[src/rtl/mips8_controller_pkg.sv]
// Shared types and encodings for the miniMIPS 8-bit multicycle controller.
// Opcodes, funct codes, ALU operation codes and datapath mux selects live here.
package mips8_ctrl_pkg;

    typedef enum logic [4:0] {
        S_FETCH_A,
        S_FETCH_B,
        S_DECODE,
        S_MEM_A,
        S_MEM_B,
        S_LB_RD,
        S_LB_WR,
        S_SB_WR,
        S_RT_A,
        S_RT_B,
        S_RT_WR,
        S_BEQ_A,
        S_BEQ_B,
        S_BEQ_C,
        S_BEQ_D,
        S_J_EX
    } state_t;

    typedef enum logic [1:0] {
        ALUOP_ADD,
        ALUOP_SUB,
        ALUOP_FUNCT
    } aluop_t;

    localparam logic [5:0] OP_LB    = 6'b100000;
    localparam logic [5:0] OP_SB    = 6'b101000;
    localparam logic [5:0] OP_RTYPE = 6'b000000;
    localparam logic [5:0] OP_BEQ   = 6'b000100;
    localparam logic [5:0] OP_J     = 6'b000010;

    localparam logic [5:0] FN_ADD = 6'b100000;
    localparam logic [5:0] FN_SUB = 6'b100010;
    localparam logic [5:0] FN_AND = 6'b100100;
    localparam logic [5:0] FN_OR  = 6'b100101;
    localparam logic [5:0] FN_SLT = 6'b101010;

    localparam logic [2:0] ALU_AND = 3'b000;
    localparam logic [2:0] ALU_OR  = 3'b001;
    localparam logic [2:0] ALU_ADD = 3'b010;
    localparam logic [2:0] ALU_SUB = 3'b110;
    localparam logic [2:0] ALU_SLT = 3'b111;

    localparam logic       MUX2_PC    = 1'b0;
    localparam logic       MUX2_REGA  = 1'b1;
    localparam logic [1:0] MUX4_REGB  = 2'b00;
    localparam logic [1:0] MUX4_ONE   = 2'b01;
    localparam logic [1:0] MUX4_IMM   = 2'b10;
    localparam logic [1:0] MUX4_IMMX4 = 2'b11;

    localparam logic [1:0] PCSRC_ALU    = 2'b00;
    localparam logic [1:0] PCSRC_ALUOUT = 2'b01;
    localparam logic [1:0] PCSRC_JUMP   = 2'b10;

endpackage

[src/rtl/mips8_controller_if.sv]
// Control interface between the miniMIPS controller (master) and its datapath (slave).
interface mips8_controller_if #(parameter int IR_BYTES = 4);

    logic [5:0]          op;
    logic [5:0]          funct;
    logic                zero_in;
    logic                mux2_cntrl;
    logic [1:0]          mux4_cntrl;
    logic [2:0]          alu_cntrl;
    logic                srcA_cntrl;
    logic                srcB_cntrl;
    logic                aluout_cntrl;
    logic                memread;
    logic                memwrite;
    logic                iord;
    logic [IR_BYTES-1:0] irwrite;
    logic                regwrite;
    logic                regdst;
    logic                memtoreg;
    logic                pcen;
    logic [1:0]          pcsrc;

    modport master (
        input  op, funct, zero_in,
        output mux2_cntrl, mux4_cntrl, alu_cntrl, srcA_cntrl, srcB_cntrl,
               aluout_cntrl, memread, memwrite, iord, irwrite, regwrite,
               regdst, memtoreg, pcen, pcsrc
    );

    modport slave (
        output op, funct, zero_in,
        input  mux2_cntrl, mux4_cntrl, alu_cntrl, srcA_cntrl, srcB_cntrl,
               aluout_cntrl, memread, memwrite, iord, irwrite, regwrite,
               regdst, memtoreg, pcen, pcsrc
    );

endinterface

[src/rtl/mips8_controller_alu_decoder.sv]
// Combinational ALU decoder: forced add/sub, or an R-type funct lookup.
// Unrecognised funct codes fall back to add so the instruction still writes back.
module mips8_alu_decoder
    import mips8_ctrl_pkg::*;
(
    input  logic [5:0] i_funct,
    input  aluop_t     i_aluop,
    output logic [2:0] o_alu_cntrl
);

    always_comb begin
        o_alu_cntrl = ALU_ADD;
        case (i_aluop)
            ALUOP_SUB: o_alu_cntrl = ALU_SUB;
            ALUOP_FUNCT: begin
                case (i_funct)
                    FN_ADD:  o_alu_cntrl = ALU_ADD;
                    FN_SUB:  o_alu_cntrl = ALU_SUB;
                    FN_AND:  o_alu_cntrl = ALU_AND;
                    FN_OR:   o_alu_cntrl = ALU_OR;
                    FN_SLT:  o_alu_cntrl = ALU_SLT;
                    default: o_alu_cntrl = ALU_ADD;
                endcase
            end
            default: o_alu_cntrl = ALU_ADD;
        endcase
    end

endmodule

[src/rtl/mips8_controller.sv]
// Multicycle control unit for the 8-bit miniMIPS core: byte-wise fetch, decode,
// and sequencing of the ALU datapath, memory, register file and PC.
module mips8_controller
    import mips8_ctrl_pkg::*;
#(
    parameter int IR_BYTES = 4
) (
    input  logic          clk,
    input  logic          rst,
    mips8_controller_if.master bus
);

    localparam int             CNT_W    = (IR_BYTES > 1) ? $clog2(IR_BYTES) : 1;
    localparam logic [CNT_W-1:0] CNT_LAST = CNT_W'(IR_BYTES - 1);

    state_t              r_state;
    logic [CNT_W-1:0]    r_cnt;
    aluop_t              w_aluOp;
    logic [2:0]          w_aluCntrl;
    logic [IR_BYTES-1:0] w_irwrite;

    always_ff @(posedge clk) begin
        if (rst) begin
            r_state <= S_FETCH_A;
            r_cnt   <= '0;
        end else begin
            case (r_state)
                S_FETCH_A: r_state <= S_FETCH_B;
                S_FETCH_B: begin
                    if (r_cnt == CNT_LAST) begin
                        r_cnt   <= '0;
                        r_state <= S_DECODE;
                    end else begin
                        r_cnt   <= r_cnt + CNT_W'(1);
                        r_state <= S_FETCH_A;
                    end
                end
                S_DECODE: begin
                    case (bus.op)
                        OP_LB, OP_SB: r_state <= S_MEM_A;
                        OP_RTYPE:     r_state <= S_RT_A;
                        OP_BEQ:       r_state <= S_BEQ_A;
                        OP_J:         r_state <= S_J_EX;
                        default:      r_state <= S_FETCH_A;
                    endcase
                end
                S_MEM_A: r_state <= S_MEM_B;
                S_MEM_B: r_state <= (bus.op == OP_LB) ? S_LB_RD : S_SB_WR;
                S_LB_RD: r_state <= S_LB_WR;
                S_RT_A:  r_state <= S_RT_B;
                S_RT_B:  r_state <= S_RT_WR;
                S_BEQ_A: r_state <= S_BEQ_B;
                S_BEQ_B: r_state <= S_BEQ_C;
                S_BEQ_C: r_state <= bus.zero_in ? S_BEQ_D : S_FETCH_A;
                default: r_state <= S_FETCH_A;
            endcase
        end
    end

    mips8_alu_decoder u_aluDecoder (
        .i_funct     (bus.funct),
        .i_aluop     (w_aluOp),
        .o_alu_cntrl (w_aluCntrl)
    );

    assign w_irwrite     = IR_BYTES'(1) << r_cnt;
    assign bus.alu_cntrl = w_aluCntrl;

    // Outputs follow the state register; the zero flag only gates the branch-target capture.
    always_comb begin
        w_aluOp          = ALUOP_ADD;
        bus.mux2_cntrl   = MUX2_PC;
        bus.mux4_cntrl   = MUX4_REGB;
        bus.srcA_cntrl   = 1'b0;
        bus.srcB_cntrl   = 1'b0;
        bus.aluout_cntrl = 1'b0;
        bus.memread      = 1'b0;
        bus.memwrite     = 1'b0;
        bus.iord         = 1'b0;
        bus.irwrite      = '0;
        bus.regwrite     = 1'b0;
        bus.regdst       = 1'b0;
        bus.memtoreg     = 1'b0;
        bus.pcen         = 1'b0;
        bus.pcsrc        = PCSRC_ALU;
        if (!rst) begin
            case (r_state)
                S_FETCH_A: begin
                    bus.memread    = 1'b1;
                    bus.irwrite    = w_irwrite;
                    bus.srcA_cntrl = 1'b1;
                    bus.srcB_cntrl = 1'b1;
                    bus.mux4_cntrl = MUX4_ONE;
                end
                S_FETCH_B, S_BEQ_D: bus.pcen = 1'b1;
                S_MEM_A: begin
                    bus.srcA_cntrl = 1'b1;
                    bus.srcB_cntrl = 1'b1;
                    bus.mux2_cntrl = MUX2_REGA;
                    bus.mux4_cntrl = MUX4_IMM;
                end
                S_MEM_B: bus.aluout_cntrl = 1'b1;
                S_LB_RD: begin
                    bus.memread = 1'b1;
                    bus.iord    = 1'b1;
                end
                S_LB_WR: begin
                    bus.regwrite = 1'b1;
                    bus.memtoreg = 1'b1;
                end
                S_SB_WR: begin
                    bus.memwrite = 1'b1;
                    bus.iord     = 1'b1;
                end
                S_RT_A, S_BEQ_A: begin
                    w_aluOp        = (r_state == S_RT_A) ? ALUOP_FUNCT : ALUOP_SUB;
                    bus.srcA_cntrl = 1'b1;
                    bus.srcB_cntrl = 1'b1;
                    bus.mux2_cntrl = MUX2_REGA;
                end
                S_RT_B, S_BEQ_B: begin
                    w_aluOp          = (r_state == S_RT_B) ? ALUOP_FUNCT : ALUOP_SUB;
                    bus.aluout_cntrl = 1'b1;
                end
                S_RT_WR: begin
                    bus.regwrite = 1'b1;
                    bus.regdst   = 1'b1;
                end
                S_BEQ_C: begin
                    if (bus.zero_in) begin
                        bus.srcA_cntrl = 1'b1;
                        bus.srcB_cntrl = 1'b1;
                        bus.mux4_cntrl = MUX4_IMMX4;
                    end
                end
                S_J_EX: begin
                    bus.pcen  = 1'b1;
                    bus.pcsrc = PCSRC_JUMP;
                end
                default: ;
            endcase
        end
    end

endmodule

[src/flat_wrapper.sv]
// flat-port wrapper written by rule: the top's interface ports become plain ports
module mips8_controller_flat import mips8_ctrl_pkg::*;
#(
    parameter int IR_BYTES = 4
)
  (clk, rst, bus_op, bus_funct, bus_zero_in, bus_mux2_cntrl, bus_mux4_cntrl, bus_alu_cntrl, bus_srcA_cntrl, bus_srcB_cntrl, bus_aluout_cntrl, bus_memread, bus_memwrite, bus_iord, bus_irwrite, bus_regwrite, bus_regdst, bus_memtoreg, bus_pcen, bus_pcsrc);
  mips8_controller_if #(.IR_BYTES(IR_BYTES)) bus_i ();
  input  logic clk;
  input  logic rst;
  input wire logic [$bits(bus_i.op)-1:0] bus_op;
  input wire logic [$bits(bus_i.funct)-1:0] bus_funct;
  input wire logic [$bits(bus_i.zero_in)-1:0] bus_zero_in;
  output wire logic [$bits(bus_i.mux2_cntrl)-1:0] bus_mux2_cntrl;
  output wire logic [$bits(bus_i.mux4_cntrl)-1:0] bus_mux4_cntrl;
  output wire logic [$bits(bus_i.alu_cntrl)-1:0] bus_alu_cntrl;
  output wire logic [$bits(bus_i.srcA_cntrl)-1:0] bus_srcA_cntrl;
  output wire logic [$bits(bus_i.srcB_cntrl)-1:0] bus_srcB_cntrl;
  output wire logic [$bits(bus_i.aluout_cntrl)-1:0] bus_aluout_cntrl;
  output wire logic [$bits(bus_i.memread)-1:0] bus_memread;
  output wire logic [$bits(bus_i.memwrite)-1:0] bus_memwrite;
  output wire logic [$bits(bus_i.iord)-1:0] bus_iord;
  output wire logic [$bits(bus_i.irwrite)-1:0] bus_irwrite;
  output wire logic [$bits(bus_i.regwrite)-1:0] bus_regwrite;
  output wire logic [$bits(bus_i.regdst)-1:0] bus_regdst;
  output wire logic [$bits(bus_i.memtoreg)-1:0] bus_memtoreg;
  output wire logic [$bits(bus_i.pcen)-1:0] bus_pcen;
  output wire logic [$bits(bus_i.pcsrc)-1:0] bus_pcsrc;
  assign bus_i.op = bus_op;
  assign bus_i.funct = bus_funct;
  assign bus_i.zero_in = bus_zero_in;
  assign bus_mux2_cntrl = bus_i.mux2_cntrl;
  assign bus_mux4_cntrl = bus_i.mux4_cntrl;
  assign bus_alu_cntrl = bus_i.alu_cntrl;
  assign bus_srcA_cntrl = bus_i.srcA_cntrl;
  assign bus_srcB_cntrl = bus_i.srcB_cntrl;
  assign bus_aluout_cntrl = bus_i.aluout_cntrl;
  assign bus_memread = bus_i.memread;
  assign bus_memwrite = bus_i.memwrite;
  assign bus_iord = bus_i.iord;
  assign bus_irwrite = bus_i.irwrite;
  assign bus_regwrite = bus_i.regwrite;
  assign bus_regdst = bus_i.regdst;
  assign bus_memtoreg = bus_i.memtoreg;
  assign bus_pcen = bus_i.pcen;
  assign bus_pcsrc = bus_i.pcsrc;
  mips8_controller #(.IR_BYTES(IR_BYTES)) u_core (.clk(clk), .rst(rst), .bus(bus_i));
endmodule
[config.mk]
export PLATFORM = sky130hd
export DESIGN_NAME = mips8_controller_flat
export DESIGN_NICKNAME = d
export VERILOG_FILES = /design/src/rtl/mips8_controller_pkg.sv /design/src/rtl/mips8_controller_if.sv /design/src/rtl/mips8_controller_alu_decoder.sv /design/src/rtl/mips8_controller.sv /design/src/flat_wrapper.sv
export SDC_FILE = /design/constraint.sdc
export NUM_CORES = 1
export LEC_CHECK = 0
export ABC_CLOCK_PERIOD_IN_PS = 4300
export CAP_MARGIN = 20
export CORE_ASPECT_RATIO = 1.1
export CORE_MARGIN = 2
export CORE_UTILIZATION = 44
export CTS_BUF_LIST = sky130_fd_sc_hd__clkbuf_16
export DETAILED_ROUTE_END_ITERATION = 6
export PLACE_DENSITY = 0.83
export SYNTH_ARGS = -nofsm -noshare
export SYNTH_HDL_FRONTEND = slang
export SYNTH_SLANG_ARGS = --single-unit
[constraint.sdc]
create_clock -name clk -period 4.3 [get_ports clk]
set_input_delay 0.43 -clock clk [delete_from_list [all_inputs] [get_ports clk]]
set_output_delay 0.43 -clock clk [all_outputs]
set_load 0.02 [all_outputs]
==> impl_metrics.py <==
metrics = {
    "yosys": {
        "ys_top_cells_by_area": "dfxtp_1 15%, ha_1 9.2%, nor2_1 7.4%",
        "synth_area_um2": 812.0,
        "synthArstFlopShare_pct": 0,
        "synth_top_area_share_pct": 14.79,
        "ys_ff_latch": 6,
        "synth_area_per_cell_um2": 7.061,
        "synthFlopType": "dfxtp_1",
        "synth_edf_count": 0,
        "syn_inst": 115,
        "ys_types": 43,
        "yosys_warnings": 0,
        "syn_nets": 136,
        "yosysTopAreaCell": "dfxtp_1",
        "synth-seq-area-share_pct": 14.79,
    },
    "run_status": {
        "status": "complete, no violations",
    },
    "place": {
        "place_congestion": 0.7519,
        "dp_hpwl_um": 1459,
        "place_inst": 158,
        "numPortBuffers": 35,
    },
    "worst_setup_path": {
        "arrival_ns": 3.06,
        "cp.required_ns": 3.87,
        "cp-end-kind": "primary output",
        "critPathMaxFanout": 14,
        "critical_path.startpoint_type": "input port",
        "r2r_slack_ns": 2.78,
        "critPathKind": "in2out",
    },
    "timing": {
        "skew_ns": 0.002159,
        "hold_viol_final": 0,
        "rsz0062_at_grt": "false",
        "final-setup-viol-count": 0,
        "fin_setup_tns_ns": 0,
        "drv_slew": 0,
        "fmax_mhz": 286.7,
        "tightest_slew_ns": 0.6158,
        "slew_headroom_pct": 58.89,
        "finalCritPeriodShare_pct": 81.12,
        "min_period_ns": 3.488,
    },
    "flow_run": {
        "drv_cap": 0,
    },
    "global_route": {
        "grt_start_max_net_pins": 22,
        "grt_util_all_layers_pct": 17.42,
        "grt_pass1_wl_um": 3063,
        "grt.overflow.total": 0,
        "antenna_found_initial": 0,
        "grt_pass1_vias": 779,
    },
    "finish": {
        "num_antenna_cells": 0,
        "final_cell_mix": "35 x clkdlybuf4s50_1, 16 x nor2_1, 10 x nand2_1",
        "final_common_cell": "clkdlybuf4s50_1",
        "drive_above_1_share_pct": 5.594,
        "areaGrowthSynthToFinish_pct": 47.92,
        "nets": 166,
        "final_cells": 161,
    },
    "cts": {
        "insertion_delay_ns": 0.22,
        "cts_tree": "built",
        "htree_levels": 1,
        "clk_path_buf_depth": 2,
        "postCtsHoldBufs": 0,
        "root_buffer": "clkbuf_16",
        "clock-sinks": 6,
        "cts-buffers-inserted": 3,
        "cts.reportedPaths.clkPinSlew_ns": 0.03,
        "cts_setup_buffers": 0,
        "postCtsResizedCells": 0,
    },
    "detailed_routing": {
        "vias_per_cell": 5.478,
        "post-route-drc-count": 0,
        "vias": 882,
        "final_antenna_net_count": 0,
        "wl_per_cell_um": 11.73,
        "wl_um": 1889,
        "firstDrtPassIters": 4,
        "drt_iter0_markers": 11,
    },
    "power": {
        "power_density_nw_per_um2": 219.2,
        "ir_drop_v": 0.0003346,
        "p_leak_nw": 0.4280,
    },
    "die": {
        "core_area_um2": 1762,
        "die_area_um2": 2206,
        "die_y_um": 49.06,
        "floorplan.rows": 16,
        "ioPinCount": 37,
        "dieWidth_um": 44.96,
        "start_util_pct": 46.09,
    },
    "min_path": {
        "hold_class": "reg2reg",
    },
}
stage by stage:
step | util [%] | hold slack [ns] | setup slack [ns] | power (mW) | area (µm²)
6_report | 68.18 | 0.6095 | 0.8119 | 0.2633 | 1201
5_1_grt | 68.18 | 0.7005 | 0.7098 | 0.2738 | 1201
4_1_cts | 68.18 | 0.6197 | 0.7864 | 0.2649 | 1201
3_5_place_dp | 63.92 | 0.6139 | 0.8013 | 0.1182 | 1126
3_3_place_gp | 63.92 | 0.6162 | 0.8832 | 0.1170 | 1126
2_1_floorplan | - | 0.5676 | 1.818 | 0.09113 | 812.0
worst max-delay path, cell delays in order:
cell and delay (ns):
clkdlybuf4s50_1 0.63, or4b_1 0.61, ha_1 0.20, a31oi_1 0.19, or3b_2 0.45, clkdlybuf4s50_1 0.55
where the power goes:
group / internal [mW] / total, mW / switching [mW]
Combinational: 0.0296 / 0.0553 / 0.0256
Sequential: 0.0581 / 0.0623 / 0.00414
Clock: 0.119 / 0.146 / 0.0268
layout make-up:
type	instances	area [µm²]
multi-input cells	95	618.1
fillers	152	560.5
repair buffers	35	350.3
flip-flops and latches	6	120.1
clock buffers	3	75.07
well taps	18	22.52
inverters	4	15.01
cells by family after synthesis:
kind of cell	Yosys count	synth area share (%)
simple gates	67	49.77
compound gates	21	16.64
buf+inv	14	9.090
fa+ha+maj	6	9.245
flops	6	14.79
other cells	1	0.4618
worst paths after layout:
check                                                  start                           end  cells after the start
worst max register to register  u_core.r_state[2]$_SDFF_PP0_  u_core.r_state[0]$_SDFF_PP0_                      4
worst max-delay path                                     rst              bus_alu_cntrl[1]                      6
worst min register to register  u_core.r_cnt[0]$_SDFFE_PP0P_  u_core.r_cnt[0]$_SDFFE_PP0P_                      3
worst min-delay path            u_core.r_cnt[0]$_SDFFE_PP0P_  u_core.r_cnt[0]$_SDFFE_PP0P_                      3
registers in the layout, summed over array words and instances (netlist names):
| name | flops |
|---|---|
| u_core.r_state | 4 |
| u_core.r_cnt | 2 |
routing by layer:
| metal | GRT usage, % | vias up | routed length, µm |
|---|---|---|---|
| met5 | 0 | - | 0 |
| met4 | 4.412 | 0 | 0 |
| met3 | 0.7407 | 0 | 112 |
| met2 | 33.57 | 26 | 1001 |
| met1 | 19.64 | 397 | 775 |
| li1 | - | 459 | - |
cells in the mapped netlist, types with 3 or more instances:
cell type,number
dfxtp_1,6
nand2_1,10
nor3b_1,3
nor2_1,16
inv_1,4
a21oi_1,5
nor2b_1,6
a31oi_1,4
nor4b_1,3
nand2b_1,4
ha_1,6
nor3_1,4
buf_2,5
o21ai_0,3
and2_1,4
Note: power is estimated with default switching activity, not from simulation.
